--- config.mk ---
export PLATFORM = sky130hd
export DESIGN_NAME = wb_ext_bridge
export DESIGN_NICKNAME = d
export VERILOG_FILES = /design/src/rtl/wb_ext_pkg.sv /design/src/rtl/wb_ext_rdmux.sv /design/src/rtl/wb_ext_bridge.sv
export SDC_FILE = /design/constraint.sdc
export NUM_CORES = 1
export LEC_CHECK = 0
export CAP_MARGIN = 40
export CORE_MARGIN = 3
export CORE_UTILIZATION = 37
export CTS_CLUSTER_DIAMETER = 40
export DETAILED_ROUTE_END_ITERATION = 10
export GPL_TIMING_DRIVEN = 0
export HOLD_SLACK_MARGIN = 0.06
export PLACE_DENSITY_LB_ADDON = 0.3
export SYNTH_ARGS = -nofsm -noshare
export SYNTH_HDL_FRONTEND = slang
export SYNTH_HIERARCHICAL = 1
export SYNTH_SLANG_ARGS = --single-unit
--- constraint.sdc ---
create_clock -name wb_clk_i -period 1.23 [get_ports wb_clk_i]
set_input_delay 0.1845 -clock wb_clk_i [delete_from_list [all_inputs] [get_ports wb_clk_i]]
set_output_delay 0.1845 -clock wb_clk_i [all_outputs]
set_load 0.02 [all_outputs]
--- src/rtl/wb_ext_pkg.sv ---
// Shared types and width helpers for the Wishbone-to-ext bridge.
package wb_ext_pkg;

    typedef enum logic [1:0] {IDLE, REQ, RESP} state_t;
    typedef enum logic {OK, ERR} resp_t;

    // Channel-select field width; a single channel still gets one bit.
    function automatic int ch_width(input int num_ch);
        return (num_ch > 1) ? $clog2(num_ch) : 1;
    endfunction

    function automatic int cnt_width(input int timeout);
        return $clog2(timeout + 1);
    endfunction

endpackage

--- src/rtl/wb_ext_rdmux.sv ---
// NUM_CH:1 read-data slice select, indexed by the latched channel.
module wb_ext_rdmux
    import wb_ext_pkg::*;
#(
    parameter int DATA_W = 32,
    parameter int NUM_CH = 2,
    parameter int CH_W   = ch_width(NUM_CH)
) (
    input  logic [NUM_CH*DATA_W-1:0] rd_bus,
    input  logic [CH_W-1:0]          ch,
    output logic [DATA_W-1:0]        rd_data
);

    always_comb begin
        rd_data = '0;
        for (int c = 0; c < NUM_CH; c++) begin
            if (ch == CH_W'(c)) rd_data = rd_bus[c*DATA_W +: DATA_W];
        end
    end

endmodule

--- src/rtl/wb_ext_bridge.sv ---
// Registered Wishbone-classic slave fanning single cycles out to NUM_CH ext buses.
// Define WB_EXT_TIMEOUT_EN to build the REQ timeout counter, timeout_irq and timeout errors.
module wb_ext_bridge
    import wb_ext_pkg::*;
#(
    parameter int ADDR_W     = 32,
    parameter int DATA_W     = 32,
    parameter int NUM_CH     = 2,
    parameter int CH_SEL_LSB = 28,
    parameter int TIMEOUT    = 255
) (
    input  logic                     wb_clk_i,
    input  logic                     wb_rst_i,
    input  logic                     wbs_cyc_i,
    input  logic                     wbs_stb_i,
    input  logic                     wbs_we_i,
    input  logic [DATA_W/8-1:0]      wbs_sel_i,
    input  logic [ADDR_W-1:0]        wbs_adr_i,
    input  logic [DATA_W-1:0]        wbs_dat_i,
    output logic                     wbs_ack_o,
    output logic                     wbs_err_o,
    output logic [DATA_W-1:0]        wbs_dat_o,
    output logic [NUM_CH-1:0]        ext_valid,
    output logic                     ext_write,
    output logic [ADDR_W-1:0]        ext_address,
    output logic [DATA_W-1:0]        ext_write_data,
    output logic [DATA_W/8-1:0]      ext_write_strobe,
    input  logic [NUM_CH-1:0]        ext_ready,
    input  logic [NUM_CH*DATA_W-1:0] ext_read_data,
    output logic                     timeout_irq
);

    localparam int                CH_W      = ch_width(NUM_CH);
    localparam logic [CH_W:0]     CH_LIMIT  = (CH_W+1)'(NUM_CH);
    localparam logic [NUM_CH-1:0] CH0_ONEHOT = NUM_CH'(1);

    state_t            state, state_nxt;
    resp_t             resp;
    logic [CH_W-1:0]   ch;
    logic [CH_W-1:0]   adr_ch;
    logic              adr_ch_ok;
    logic [DATA_W-1:0] rd_data;
    logic              accept, dec_err, done_ok, tmo, resp_fire;
    logic              timeout_hit;

    assign adr_ch    = wbs_adr_i[CH_SEL_LSB +: CH_W];
    assign adr_ch_ok = {1'b0, adr_ch} < CH_LIMIT;

    wb_ext_rdmux #(.DATA_W(DATA_W), .NUM_CH(NUM_CH), .CH_W(CH_W)) u_rdmux (
        .rd_bus  (ext_read_data),
        .ch      (ch),
        .rd_data (rd_data)
    );

    always_ff @(posedge wb_clk_i) begin
        if (wb_rst_i) state <= IDLE;
        else          state <= state_nxt;
    end

    always_comb begin
        state_nxt = state;
        accept    = 1'b0;
        dec_err   = 1'b0;
        done_ok   = 1'b0;
        tmo       = 1'b0;
        resp_fire = 1'b0;
        case (state)
            IDLE: begin
                // The master still holds stb while our ack/err is on the bus.
                if (wbs_cyc_i && wbs_stb_i && !wbs_ack_o && !wbs_err_o) begin
                    if (adr_ch_ok) begin
                        accept    = 1'b1;
                        state_nxt = REQ;
                    end else begin
                        dec_err   = 1'b1;
                        state_nxt = RESP;
                    end
                end
            end
            REQ: begin
                if (ext_ready[ch]) begin
                    done_ok   = 1'b1;
                    state_nxt = RESP;
                end else if (timeout_hit) begin
                    tmo       = 1'b1;
                    state_nxt = RESP;
                end
            end
            RESP: begin
                resp_fire = 1'b1;
                state_nxt = IDLE;
            end
            default: state_nxt = IDLE;
        endcase
    end

    always_ff @(posedge wb_clk_i) begin
        if (wb_rst_i) begin
            resp             <= OK;
            ch               <= '0;
            wbs_ack_o        <= 1'b0;
            wbs_err_o        <= 1'b0;
            wbs_dat_o        <= '0;
            ext_valid        <= '0;
            ext_write        <= 1'b0;
            ext_address      <= '0;
            ext_write_data   <= '0;
            ext_write_strobe <= '0;
        end else begin
            wbs_ack_o <= 1'b0;
            wbs_err_o <= 1'b0;
            if (accept) begin
                ch               <= adr_ch;
                ext_valid        <= CH0_ONEHOT << adr_ch;
                ext_write        <= wbs_we_i;
                ext_address      <= wbs_adr_i;
                ext_write_data   <= wbs_dat_i;
                ext_write_strobe <= wbs_sel_i;
            end
            if (dec_err) begin
                resp      <= ERR;
                wbs_dat_o <= '0;
            end
            if (done_ok) begin
                ext_valid <= '0;
                resp      <= OK;
                wbs_dat_o <= ext_write ? '0 : rd_data;
            end
            if (tmo) begin
                ext_valid <= '0;
                resp      <= ERR;
                wbs_dat_o <= '0;
            end
            // An abandoned cycle still drains the ext side but is never answered.
            if (resp_fire && wbs_cyc_i) begin
                wbs_ack_o <= (resp == OK);
                wbs_err_o <= (resp == ERR);
            end
        end
    end

`ifdef WB_EXT_TIMEOUT_EN
    localparam int CNT_W = cnt_width(TIMEOUT);
    logic [CNT_W-1:0] cnt;

    always_ff @(posedge wb_clk_i) begin
        if (wb_rst_i || state != REQ) cnt <= '0;
        else                          cnt <= cnt + 1'b1;
    end

    // Fires in the TIMEOUT-th REQ cycle, i.e. when the post-increment count reaches TIMEOUT.
    assign timeout_hit = (cnt == CNT_W'(TIMEOUT - 1));

    always_ff @(posedge wb_clk_i) begin
        if (wb_rst_i) timeout_irq <= 1'b0;
        else          timeout_irq <= tmo;
    end
`else
    assign timeout_hit = 1'b0;
    assign timeout_irq = 1'b0;
`endif

endmodule

==> impl_metrics.tcl <==
set metrics [dict create \
    final.fill_count 1006 \
    tritoncts "done" \
    crit_slowest_cell "sky130_fd_sc_hd__dfxtp_4" \
    avgSynthCellArea_um2 9.33 \
    die_w_um 121 \
    grt_use_total_pct 24.2 \
    power.clock.fraction_pct 32.4 \
    via_count 5250 \
    drt_drc_violations_left 0 \
    detailedRoute.firstIterationViolations 280 \
    die_height_um 121 \
    clock-skew-final_ns 0.00367 \
    power.net_switching_w 0.00229 \
    dominant_combinational_cell_family_by_area_after_synthesis "compound AO/OA/AOI/OAI gates" \
    worstHoldPathType "input pin to flip-flop" \
    synth_xor_area_share_pct 0 \
    first_pass_grt_wire_length_um 28000 \
    design.portCount 245 \
    async_flop_share_pct 0 \
    final_layout_size_suffix_gt1_share_pct 29.7 \
    wire_per_inst_um 19.1 \
    worst-slew-pin-transition_ns 0.630 \
    worstPathArrival_ns 1.65 \
    reg_power_share_pct 43.4 \
    number_of_antenna_violations_at_the_first_check_in_global_routing 0 \
    portion_of_netlist_area_occupied_by_mux_cells_pct 10.1 \
    failed_checks "setup timing" \
    cp.buffers_inverters 2 \
    design_power_total_w 0.00842 \
    powerDensity_nw_per_um2 972 \
    crit_chain "nand4bb_4 -> buf_6 -> clkbuf_2 -> o21ai_0 -> a21oi_2" \
    clock_sinks 106 \
    combPwrFrac_pct 24.2 \
    syn_to_final_growth_pct 77.4 \
    ys.warnings.count 6 \
    placed_area_um2 7520 \
    post-route-min-period_ns 1.44 \
    power.leakage_nw 3.19 \
    synth.yosys.seq_area_share_pct 43.5 \
    cts-htree-levels 3 \
    yosys.area_share.adder_pct 0 \
    path_clk_slew_ns 0.07 \
    vdd.ir_drop.worst_uv 551 \
    worst_path_dominant_cell_family "compound AO/OA/AOI/OAI gates" \
    synth-seq-cells 106 \
    globalRouteOverflowTotal 0 \
    synth_compound_area_share_pct 21.7 \
    cp_max_fo 10 \
    route.antenna.remaining_nets 0 \
    setup.worst_path.end_class "flip-flop" \
    cts_buffer_depth 2 \
    routabilityCongestion 0.807 \
    final-max-slew-violation-count 0 \
    synth_area_leader_cell "sky130_fd_sc_hd__dfxtp_1" \
    unrepaired_setup_endpoints_after_global_routing "yes" \
    yosys.cell_types.count 23 \
    final_net_count 948 \
    design_area_um2 8660 \
    ys_top_cells_by_area "sky130_fd_sc_hd__dfxtp_1, sky130_fd_sc_hd__nand3b_1, sky130_fd_sc_hd__o21ai_0" \
    rows 41 \
    post_drt_via_cell_ratio 5.32 \
    dieArea_um2 14600 \
    timing.final.crit_share_pct 117 \
    required_ns 1.44 \
    synth_enable_flop_cells 0 \
    swShare_pct 27.2 \
    grt_pass1_vias 5368 \
    core-area_um2 12800 \
    totalWireLength_um 18900 \
    timing.final.hold_violations 0 \
    length_of_the_first_detailed_routing_pass_in_iterations 5 \
    relative_slew_slack_pct 58.0 \
    initial_core_util_pct 38.2 \
    max-cap-violations 0 \
    timing.critical_path.slowest_cell_delay_ns 0.37 \
    grt_start_max_net_pins 18 \
    post_synth_instance_area_um2 4880 \
    setup.worst_path.class "flip-flop to flip-flop" \
    setup_ws_final_ns -0.210 \
    synthesized_netlist_cell_count 523 \
    p_int_w 0.00612 \
    yosysMostFrequentCell "sky130_fd_sc_hd__dfxtp_1" \
    cts-buffers-inserted 9 \
    clock.fmax_mhz 695 \
    status "finished, violations left" \
    setup_violations 105 \
    most_numerous_cell_types_in_the_synthesized_netlist "sky130_fd_sc_hd__dfxtp_1, sky130_fd_sc_hd__o21ai_0, sky130_fd_sc_hd__a21oi_1" \
    place.detailed.hpwl_um 12700 \
    synth.top_cell.area_share_pct 43.5 \
    critPathLaunchType "flip-flop" \
    post_synth_and_or_nand_nor_area_fraction_pct 17.6 \
    ctsRootBufferMaster "sky130_fd_sc_hd__clkbuf_16" \
    clock_insertion_delay_worst_skew_ns 0.34 \
    port_buffers 241 \
    synth-main-ff-cell "sky130_fd_sc_hd__dfxtp_1" \
    insertedDiodeCount 0 \
]
## layer usage
layer / wire (um) / vias to the layer above / GRT usage, %
li1: - / 2484 / -
met1: 7270 / 2524 / 26.7
met2: 9600 / 213 / 42.9
met3: 1650 / 29 / 8.25
met4: 351 / 0 / 8.78
met5: 0 / - / 0
## state kept, by name, summed over array words and instances (netlist names)
| signal | count |
|---|---|
| ext_address | 32 |
| ext_valid | 2 |
| ext_write | 1 |
| ext_write_data | 32 |
| ext_write_strobe | 4 |
| state | 2 |
| wbs_ack_o | 1 |
| wbs_dat_o | 32 |
## power groups by stage
stage | Combinational [W] | Sequential, W | Clock (W)
floorplan | 0.000595 | 0.00389 | 0
global placement | 0.00164 | 0.00372 | 0
detailed placement | 0.00166 | 0.00373 | 0
CTS | 0.00194 | 0.00364 | 0.00278
global route | 0.00215 | 0.00367 | 0.00292
finish | 0.00203 | 0.00366 | 0.00273
## stage by stage
step                hold slack, ns  util, %  setup TNS (ns)  setup WS, ns  std cells
global placement             0.456     58.9          -45.14        -0.544        937
finish                       0.138     67.8          -14.84        -0.210        986
CTS                          0.144     66.9          -15.36        -0.241        989
detailed placement           0.465     58.9          -49.69        -0.602        937
floorplan                    0.347        -               0       0.00218        524
global route                 0.141     67.8          -21.93        -0.294        986
## repair_timing
action                     4_1_cts  5_1_grt
hold buffers                     0        0
pin swaps                       40       58
hold endpoints to repair         0        0
cloned                          12        4
resized for setup              263      219
setup buffers                   24        2
setup endpoints to repair      209      182
## cell usage in the layout (no fill, tap or decap), types with 3 or more instances in the layout
cell type / n
sky130_fd_sc_hd__a21oi_1: 67
sky130_fd_sc_hd__a21oi_2: 34
sky130_fd_sc_hd__buf_12: 14
sky130_fd_sc_hd__buf_2: 4
sky130_fd_sc_hd__buf_4: 11
sky130_fd_sc_hd__buf_6: 17
sky130_fd_sc_hd__buf_8: 15
sky130_fd_sc_hd__clkbuf_1: 24
sky130_fd_sc_hd__clkbuf_16: 13
sky130_fd_sc_hd__clkbuf_2: 47
sky130_fd_sc_hd__clkbuf_8: 3
sky130_fd_sc_hd__clkdlybuf4s15_1: 47
sky130_fd_sc_hd__clkdlybuf4s50_1: 135
sky130_fd_sc_hd__dfxtp_1: 101
sky130_fd_sc_hd__dfxtp_4: 4
sky130_fd_sc_hd__dlygate4sd2_1: 16
sky130_fd_sc_hd__mux2_4: 33
sky130_fd_sc_hd__nand3b_1: 69
sky130_fd_sc_hd__nand4b_1: 32
sky130_fd_sc_hd__o21ai_0: 57
sky130_fd_sc_hd__o21ai_1: 18
sky130_fd_sc_hd__o21ai_2: 24
sky130_fd_sc_hd__o21ai_4: 4
## kinds of logic (layout without fill, tap and decap cells)
family          Yosys count  in the layout
other cells               1              2
buf+inv                  66            356
compound gates          207            207
flops                   106            106
mux                      34             34
simple gates            109            109
## path summary, 6_finish.rpt
path / endpoint / cells after the start / startpoint / slack [ns]
setup / recovery: ext_write_data[10] / 5 / state[0] / -0.21
hold / removal: wbs_ack_o / 2 / wb_rst_i / 0.14
setup reg to reg: ext_write_data[10] / 5 / state[0] / -0.21
hold reg to reg: wbs_dat_o[21] / 2 / wbs_dat_o[21] / 0.47
## worst register-to-register path, stage by stage, from the launching register on
cell and delay (ns):
sky130_fd_sc_hd__dfxtp_4 0.37, sky130_fd_sc_hd__nand4bb_4 0.24, sky130_fd_sc_hd__buf_6 0.16, sky130_fd_sc_hd__clkbuf_2 0.17, sky130_fd_sc_hd__o21ai_0 0.29, sky130_fd_sc_hd__a21oi_2 0.09
## layout make-up
cell class,instances,area (um^2),share of cell area (%)
Tap cell,172,215,2.48
Clock inverter,6,42.5,0.491
Timing Repair Buffer,277,2760,31.9
Sequential cell,106,2140,24.7
Buffer,63,508,5.86
Clock buffer,10,239,2.76
Multi-Input combinational cell,352,2760,31.8
Power figures use the tool's default switching activity.
